File: src/rtl/aes1_seq_pkg.sv
// aes1_seq_pkg: shared constants and types for the AES1 block sequencer.
//   - AES1 wrapper register byte addresses (12-bit byte address space)
//   - CTRL / STATUS bit positions and CTRL write values
//   - sequencer state enum and a poll-state helper
package aes1_seq_pkg;

    localparam logic [11:0] ADDR_CTRL    = 12'h040;
    localparam logic [11:0] ADDR_STATUS  = 12'h048;
    localparam logic [11:0] ADDR_ENCDEC  = 12'h050;
    localparam logic [11:0] ADDR_KEY_SEL = 12'h070;
    localparam logic [11:0] ADDR_BLOCK0  = 12'h200;
    localparam logic [11:0] ADDR_RESULT0 = 12'h280;

    localparam int CTRL_INIT_BIT    = 0;
    localparam int CTRL_NEXT_BIT    = 1;
    localparam int STATUS_READY_BIT = 0;
    localparam int STATUS_VALID_BIT = 1;

    localparam logic [63:0] CTRL_INIT_VAL = 64'(1) << CTRL_INIT_BIT;
    localparam logic [63:0] CTRL_NEXT_VAL = 64'(1) << CTRL_NEXT_BIT;

    typedef enum logic [3:0] {
        IDLE, SEL, MODE, INIT_SET, INIT_CLR, INIT_WAIT, WAIT_IN, WR_BLK,
        NEXT_SET, NEXT_CLR, POLL_BUSY, POLL_DONE, RD_RES, OUT, ERR
    } state_e;

    function automatic logic is_poll(state_e s);
        return (s == INIT_WAIT) || (s == POLL_BUSY) || (s == POLL_DONE);
    endfunction

endpackage

File: src/rtl/aes1_seq_poll_timer.sv
// aes1_seq_poll_timer: poll-state watchdog counter.
//   clk_i, rst_i : clock, synchronous active-high reset
//   load_i       : restart the count from zero (state entry)
//   en_i         : count one more poll cycle
//   expired_o    : current cycle is the LIMIT-th poll cycle since load
module aes1_seq_poll_timer #(
    parameter int LIMIT = 1024
) (
    input  logic clk_i,
    input  logic rst_i,
    input  logic load_i,
    input  logic en_i,
    output logic expired_o
);
    localparam int CW = $clog2(LIMIT + 1);

    logic [CW-1:0] cnt_q;

    always_ff @(posedge clk_i) begin
        if (rst_i || load_i) begin
            cnt_q <= '0;
        end else if (en_i && !expired_o) begin
            cnt_q <= cnt_q + CW'(1);
        end
    end

    // cnt_q holds the number of completed poll cycles, so it equals LIMIT-1
    // during the LIMIT-th one.
    assign expired_o = (cnt_q == CW'(LIMIT - 1));

endmodule

File: src/rtl/aes1_block_sequencer.sv
// aes1_block_sequencer: register-bus master that configures the AES1 wrapper
// and streams 128-bit blocks through it (write block, pulse next, poll, read).
//   clk_i, rst_i           : clock, synchronous active-high reset
//   cfg_start_i            : start pulse; latches cfg_encdec_i / cfg_key_sel_i
//   in_valid_i/in_ready_o  : input block stream (in_block_i, in_last_i)
//   out_valid_o/out_ready_i: result stream (out_block_o, out_last_o)
//   reg_*                  : one-access-per-cycle register port to the wrapper
//   busy_o                 : not IDLE and not ERR
//   err_timeout_o          : sticky poll timeout, cleared by cfg_start_i
// Optional macro AES1_SEQ_PERF_CNT_EN adds perf_blocks_o / perf_stall_o.
module aes1_block_sequencer
    import aes1_seq_pkg::*;
#(
    parameter int TIMEOUT_CYCLES = 1024,
    parameter int ADDR_W         = 12
) (
    input  logic              clk_i,
    input  logic              rst_i,
    input  logic              cfg_start_i,
    input  logic              cfg_encdec_i,
    input  logic [1:0]        cfg_key_sel_i,
    input  logic              in_valid_i,
    output logic              in_ready_o,
    input  logic [127:0]      in_block_i,
    input  logic              in_last_i,
    output logic              out_valid_o,
    input  logic              out_ready_i,
    output logic [127:0]      out_block_o,
    output logic              out_last_o,
    output logic [ADDR_W-1:0] reg_addr_o,
    output logic              reg_en_o,
    output logic              reg_we_o,
    output logic [63:0]       reg_wdata_o,
    input  logic [63:0]       reg_rdata_i,
    output logic              busy_o,
`ifdef AES1_SEQ_PERF_CNT_EN
    output logic [31:0]       perf_blocks_o,
    output logic [31:0]       perf_stall_o,
`endif
    output logic              err_timeout_o
);
    state_e             state_q, state_d;
    logic [1:0]         wcnt_q, wcnt_d;
    logic               encdec_q, encdec_d;
    logic [1:0]         key_sel_q, key_sel_d;
    logic [127:0]       blk_q, blk_d;
    logic               last_q, last_d;
    logic [127:0]       res_q, res_d;
    logic               err_q, err_d;
    logic               reg_en_q, reg_en_d, reg_we_q, reg_we_d;
    logic [ADDR_W-1:0]  reg_addr_q, reg_addr_d;
    logic [11:0]        addr12_d;
    logic [63:0]        reg_wdata_q, reg_wdata_d;
    logic               in_ready_q, out_valid_q, busy_q;
    logic               tmr_load, tmr_en, tmr_expired;
    logic               unused_rdata_hi;

    assign unused_rdata_hi = ^reg_rdata_i[63:32];

    // Next-state logic; reg_rdata_i is only meaningful in the poll/read
    // states, where the registered reg_en_o is high for the same cycle.
    always_comb begin
        state_d   = state_q;
        wcnt_d    = wcnt_q;
        encdec_d  = encdec_q;
        key_sel_d = key_sel_q;
        blk_d     = blk_q;
        last_d    = last_q;
        res_d     = res_q;
        err_d     = err_q;
        case (state_q)
            IDLE, ERR: if (cfg_start_i) begin
                encdec_d  = cfg_encdec_i;
                key_sel_d = cfg_key_sel_i;
                err_d     = 1'b0;
                state_d   = SEL;
            end
            SEL:      state_d = MODE;
            MODE:     state_d = INIT_SET;
            INIT_SET: state_d = INIT_CLR;
            INIT_CLR: state_d = INIT_WAIT;
            INIT_WAIT: begin
                if (reg_rdata_i[STATUS_READY_BIT]) state_d = WAIT_IN;
                else if (tmr_expired) begin err_d = 1'b1; state_d = ERR; end
            end
            WAIT_IN: if (in_valid_i) begin
                blk_d   = in_block_i;
                last_d  = in_last_i;
                wcnt_d  = 2'd0;
                state_d = WR_BLK;
            end
            WR_BLK: begin
                wcnt_d = wcnt_q + 2'd1;
                if (wcnt_q == 2'd3) state_d = NEXT_SET;
            end
            NEXT_SET: state_d = NEXT_CLR;
            NEXT_CLR: state_d = POLL_BUSY;
            // Wait for ready to drop first so a valid left over from the
            // previous block is never mistaken for this block's result.
            POLL_BUSY: begin
                if (!reg_rdata_i[STATUS_READY_BIT]) state_d = POLL_DONE;
                else if (tmr_expired) begin err_d = 1'b1; state_d = ERR; end
            end
            POLL_DONE: begin
                if (reg_rdata_i[STATUS_READY_BIT] && reg_rdata_i[STATUS_VALID_BIT]) begin
                    wcnt_d  = 2'd0;
                    state_d = RD_RES;
                end else if (tmr_expired) begin
                    err_d   = 1'b1;
                    state_d = ERR;
                end
            end
            RD_RES: begin
                res_d[{wcnt_q, 5'd0} +: 32] = reg_rdata_i[31:0];
                wcnt_d = wcnt_q + 2'd1;
                if (wcnt_q == 2'd3) state_d = OUT;
            end
            OUT: if (out_ready_i) state_d = last_q ? IDLE : WAIT_IN;
            default: state_d = IDLE;
        endcase
    end

    // Bus access for the state being entered, so the port is registered.
    always_comb begin
        reg_en_d    = 1'b0;
        reg_we_d    = 1'b0;
        addr12_d    = '0;
        reg_wdata_d = '0;
        case (state_d)
            SEL:      begin reg_en_d = 1'b1; reg_we_d = 1'b1; addr12_d = ADDR_KEY_SEL; reg_wdata_d = {62'd0, key_sel_d}; end
            MODE:     begin reg_en_d = 1'b1; reg_we_d = 1'b1; addr12_d = ADDR_ENCDEC;  reg_wdata_d = {63'd0, encdec_d}; end
            INIT_SET: begin reg_en_d = 1'b1; reg_we_d = 1'b1; addr12_d = ADDR_CTRL;    reg_wdata_d = CTRL_INIT_VAL; end
            NEXT_SET: begin reg_en_d = 1'b1; reg_we_d = 1'b1; addr12_d = ADDR_CTRL;    reg_wdata_d = CTRL_NEXT_VAL; end
            INIT_CLR, NEXT_CLR: begin reg_en_d = 1'b1; reg_we_d = 1'b1; addr12_d = ADDR_CTRL; end
            INIT_WAIT, POLL_BUSY, POLL_DONE: begin reg_en_d = 1'b1; addr12_d = ADDR_STATUS; end
            WR_BLK: begin
                reg_en_d    = 1'b1;
                reg_we_d    = 1'b1;
                addr12_d    = ADDR_BLOCK0 | {7'd0, wcnt_d, 3'b000};
                reg_wdata_d = {32'd0, blk_d[{wcnt_d, 5'd0} +: 32]};
            end
            RD_RES: begin reg_en_d = 1'b1; addr12_d = ADDR_RESULT0 | {7'd0, wcnt_d, 3'b000}; end
            default: ;
        endcase
        reg_addr_d = ADDR_W'(addr12_d);
    end

    always_ff @(posedge clk_i) begin
        if (rst_i) begin
            state_q     <= IDLE;
            wcnt_q      <= '0;
            encdec_q    <= 1'b0;
            key_sel_q   <= '0;
            blk_q       <= '0;
            last_q      <= 1'b0;
            res_q       <= '0;
            err_q       <= 1'b0;
            reg_en_q    <= 1'b0;
            reg_we_q    <= 1'b0;
            reg_addr_q  <= '0;
            reg_wdata_q <= '0;
            in_ready_q  <= 1'b0;
            out_valid_q <= 1'b0;
            busy_q      <= 1'b0;
        end else begin
            state_q     <= state_d;
            wcnt_q      <= wcnt_d;
            encdec_q    <= encdec_d;
            key_sel_q   <= key_sel_d;
            blk_q       <= blk_d;
            last_q      <= last_d;
            res_q       <= res_d;
            err_q       <= err_d;
            reg_en_q    <= reg_en_d;
            reg_we_q    <= reg_we_d;
            reg_addr_q  <= reg_addr_d;
            reg_wdata_q <= reg_wdata_d;
            in_ready_q  <= (state_d == WAIT_IN);
            out_valid_q <= (state_d == OUT);
            busy_q      <= !(state_d inside {IDLE, ERR});
        end
    end

    assign tmr_load = (state_d != state_q);
    assign tmr_en   = is_poll(state_q);

    aes1_seq_poll_timer #(.LIMIT(TIMEOUT_CYCLES)) u_poll_timer (
        .clk_i     (clk_i),
        .rst_i     (rst_i),
        .load_i    (tmr_load),
        .en_i      (tmr_en),
        .expired_o (tmr_expired)
    );

    assign in_ready_o    = in_ready_q;
    assign out_valid_o   = out_valid_q;
    assign out_block_o   = res_q;
    assign out_last_o    = last_q;
    assign reg_addr_o    = reg_addr_q;
    assign reg_en_o      = reg_en_q;
    assign reg_we_o      = reg_we_q;
    assign reg_wdata_o   = reg_wdata_q;
    assign busy_o        = busy_q;
    assign err_timeout_o = err_q;

`ifdef AES1_SEQ_PERF_CNT_EN
    logic [31:0] perf_blocks_q, perf_stall_q;
    logic        start_acc;

    assign start_acc = cfg_start_i && (state_q inside {IDLE, ERR});

    always_ff @(posedge clk_i) begin
        if (rst_i || start_acc) begin
            perf_blocks_q <= '0;
            perf_stall_q  <= '0;
        end else begin
            if (out_valid_q && out_ready_i && perf_blocks_q != '1)
                perf_blocks_q <= perf_blocks_q + 32'd1;
            if ((state_q inside {POLL_BUSY, POLL_DONE}) && perf_stall_q != '1)
                perf_stall_q <= perf_stall_q + 32'd1;
        end
    end

    assign perf_blocks_o = perf_blocks_q;
    assign perf_stall_o  = perf_stall_q;
`endif

endmodule

File: config.mk
export PLATFORM = sky130hd
export DESIGN_NAME = aes1_block_sequencer
export DESIGN_NICKNAME = d
export VERILOG_FILES = /design/src/rtl/aes1_seq_pkg.sv /design/src/rtl/aes1_seq_poll_timer.sv /design/src/rtl/aes1_block_sequencer.sv
export SDC_FILE = /design/constraint.sdc
export NUM_CORES = 1
export LEC_CHECK = 0
export CORE_UTILIZATION = 47
export CTS_CLUSTER_SIZE = 28
export DETAILED_ROUTE_END_ITERATION = 12
export PLACE_DENSITY = 0.83
export SKIP_LAST_GASP = 1
export SLEW_MARGIN = 20
export SYNTH_ARGS = -nofsm -noshare
export SYNTH_HDL_FRONTEND = slang
export SYNTH_SLANG_ARGS = --single-unit
File: constraint.sdc
create_clock -name clk_i -period 2.8 [get_ports clk_i]
set_input_delay 0.28 -clock clk_i [delete_from_list [all_inputs] [get_ports clk_i]]
set_output_delay 0.28 -clock clk_i [all_outputs]
set_load 0.01 [all_outputs]
==> results <==
- The first TritonRoute pass finished after 5 iterations.
- Dividing the detail-routed via count by the number of cells gives 5.626.
- The number of nets with antenna violations after detailed routing is 0.
- Cells fill 65.81% of the core in the end.
- Walking the worst path, the cells encountered are inv_1 > ha_1 > nand3_1 > buf_4 > nand2_2 > buf_12 > a211oi_1 > o22ai_1.
- Data on the critical path is required at its endpoint by 3.16 ns.
- The slowest cell on the critical path is dfxtp_1.
- Adding up every negative setup slack in the final design gives 0 ns.
- Total power for the finished layout comes to 9.559 mW.
- The site row count is 60.
- The horizontal die dimension is 169.4 µm.
- The share of async-settable or async-resettable flops after synthesis is 0%.
- The fraction of post-synthesis cell area in the top cell type by area is 48.51%.
- The global-route wire length before repair is 63820 µm.
- The final wirelength is 41550 µm.
- The largest fanout on the critical path is 51.
- The via count of the first global-routing pass is 12260.
- The signal arrival time at the worst endpoint is 3.02 ns.
- The area growth from synthesis to final layout is 35.86%.
- The commonest cells after synthesis are dfxtp_1, nand2_1, a21oi_1, nand3_1, nor2_1.
- The final layout contains 2141 nets.
- The first routing iteration left 1033 violations.
- The clock input transition at the sequential cells of the worst setup and hold paths is 0.07 ns.
- The total track usage is 27.82%.
- The placement-stage worst setup slack is 0.2143 ns.
- After clock tree synthesis, the flow added hold-fix buffers numbering 0.
- The worst-case headroom to the max-slew limit is 37.32%.
- The critical path launch point type is a flip-flop.
- The synthesized cell area is 0.01316 mm².
- The estimated wirelength of the detail-placed design is 27360 µm.
- Entering global routing, the biggest net connects 182 pins.
- The die covers 0.02868 mm².
- The floorplan step set the die height to 169.4 µm.
- The most frequent cell after synthesis is dfxtp_1.
- The prevailing post-synth register cell is dfxtp_1.
- The initial utilization of the core area, before any placement, comes to 48.44%.
- The tree is rooted in a clkbuf_16.
- The transition at the pin with the smallest max-transition slack is 0.9403 ns.
- The category of the critical setup timing path is flip-flop to flip-flop.
- The run finished with clean final reports.
- The clock sink total is 319.
- The dominant cell type by area after synthesis is dfxtp_1.
- The final number of max-transition violations is 0.
- The number of max-cap violations is 0.
- The final design instance area without fill is 0.01788 mm².
- Setup repair after global routing left no endpoint under its margin.
- The filler cell count in the final layout is 2254.
- The highest cell delay on the worst timing path is 0.47 ns.
- In the finished design, the share of the clock period the worst path needs comes to 94.99%.
- Yosys attributes the largest share of cell area to dfxtp_1, nand2_1, a21oi_1.
- For this run, design rule violations remaining after detail routing come to 0.
- TritonCTS built the clock tree.
- Dividing the synthesized area by the synthesized cell count gives 7.944 µm².
- After floorplanning, the core was sized to cover 0.02718 mm².
- Across all setup checks in the final design, the least slack found is 0.1402 ns.
- Counting the buffers created by CTS gives 34.
- The tightest min-delay check is of the input pin to flip-flop type.
- The initial antenna violation count was 7.
- The endpoint type of the worst setup path is a flip-flop.
- No sink is reached through more buffers than the 3 on the longest clock path.
- Across the VDD grid, the largest voltage drop is 0.0005031 V.
- The number of different library cells used by synthesis comes to 70.
- The power density over the cells is 534.5 mW/mm².
- The total number of vias is 13140.
- Yosys printed 0 warnings.
- The worst clock skew is 0.01332 ns.
- The final hold violation count is 0.
- In the final routed layout, each cell accounts on average for 17.79 µm.
- After detailed placement, the total cell area comes to 0.01678 mm².
- The leakage power is 6.300 nW.
- In this run the post-CTS setup repair buffer count came out at 0.
- The total congestion overflow is 0.
- Setup violations remaining at the end of the flow were counted as 0.
- The final weighted congestion of routability-driven global placement is 0.9427.
- The clock period could shrink to 2.660 ns.
- After synthesis the netlist holds a flip-flop and latch count of 319.
- The number of gates resized after CTS is 0.
- The number of buffer cells added on primary ports is 341.
- CTS built an H-tree with a depth of 2.
- Summing the sequential cell areas from Yosys gives 48.51% of the chip area.
- The clock reaches the later pin of the worst-skew pair after 0.51 ns.
- Synthesis handed over a netlist of 1657 instances.
- The post-route netlist has 5.519% of its cells at a drive strength greater than 1.
- During I/O placement, the number of pins put on the boundary was 412.
- The number of flops mapped to enable cells by yosys is 0.
- Static timing analysis puts the maximum clock frequency at 0.3760 GHz.
==> layer usage <==
layer | vias to the layer above | global-route usage [%] | part of all wire, %
met3 | 133 | 4.804 | 7.4
met1 | 6202 | 34.45 | 40
met5 | - | 0 | 0.031
li1 | 6203 | - | -
met2 | 597 | 45.34 | 47
met4 | 2 | 16.76 | 5.4
==> cell type report <==
class / instances / area (µm²) / share of cell area [%]
Clock buffer: 58 / 1072 / 5.996
Clock inverter: 2 / 13.76 / 0.07696
Timing Repair Buffer: 383 / 3820 / 21.36
Inverter: 9 / 33.78 / 0.1889
Multi-Input combinational cell: 1186 / 6078 / 33.99
Sequential cell: 319 / 6386 / 35.71
Tap cell: 372 / 465.4 / 2.602
Antenna cell: 6 / 15.01 / 0.08395
==> per-stage QoR <==
| stage | hold WS [ns] | cells |
|---|---|---|
| 6_report | 0.06039 | 2335 |
| 2_1_floorplan | 0.4042 | 1694 |
| 3_5_place_dp | 0.4219 | 2269 |
| 5_1_grt | 0.06050 | 2335 |
| 3_3_place_gp | 0.4205 | 2269 |
| 4_1_cts | 0.03910 | 2329 |
==> worst paths after layout <==
check | from | to | slack, ns | cells after the start
hold reg to reg | u_poll_timer.cnt_q[10] | u_poll_timer.cnt_q[10] | 0.44 | 2
setup / recovery | wcnt_q[0] | reg_wdata_o[12] | 0.14 | 8
hold / removal | rst_i | reg_we_o | 0.06 | 2
setup reg to reg | wcnt_q[0] | reg_wdata_o[12] | 0.14 | 8
==> worst max-delay path, delay by kind of cell, from the launching register on <==
kind	cells	cell delay, ns
DFF	1	0.47
adders and majority gates	1	0.39
AOI/OAI and AO/OA	2	0.59
and+or+nand+nor	2	0.23
buffers and inverters	3	0.75
==> power breakdown <==
| part | switching (mW) | internal, mW | leakage [nW] |
|---|---|---|---|
| combinational | 0.312 | 0.316 | 3.20 |
| clock | 1.77 | 2.60 | 0.533 |
| sequential | 0.0101 | 4.56 | 2.57 |
==> cell families after synthesis <==
| logic type | share of synthesized area (%) |
|---|---|
| AO/OA/AOI/OAI | 16.96 |
| XOR/XNOR | 0.5988 |
| adder cells (fa/ha/maj) | 0.6653 |
| buffers and inverters | 6.672 |
| flip-flops | 48.51 |
| multiplexers | 1.293 |
| other | 0.02849 |
| AND/OR/NAND/NOR | 25.27 |
==> flip-flops by register name (all words and copies together) (netlist names), 2 cells and up <==
name,flops
reg_wdata_o,32
state_q,4
reg_addr_o,6
blk_q,128
out_block_o,128
wcnt_q,2
u_poll_timer.cnt_q,11
==> cell usage in the layout (no fill, tap or decap), types with 3 or more instances in the layout <==
master	synthesis	layout
mux2i_1	17	17
a211o_1	3	3
nor3b_2	0	3
nand2_1	310	309
nand2b_1	9	9
buf_4	38	35
nand4_1	3	3
clkdlybuf4s50_1	0	340
and2_1	7	9
conb_1	1	38
inv_1	9	9
or2_2	3	3
nor2_1	130	130
xor2_1	6	6
o21ai_0	22	22
or3_1	3	3
nor3_2	2	3
o32ai_1	18	18
xnor2_1	3	3
clkbuf_16	0	35
clkbuf_1	125	12
nor2b_1	3	3
o31ai_1	4	4
nand3_1	137	136
clkbuf_8	0	12
nor3_1	58	57
a21oi_1	229	229
a31oi_1	4	4
buf_12	0	7
ha_1	7	7
o22ai_1	17	17
dfxtp_1	319	319
nand3b_1	3	3
o21a_1	3	3
diode_2	0	6
a211oi_1	50	50
and3_1	53	52
Note: power is estimated with default switching activity, not from simulation.
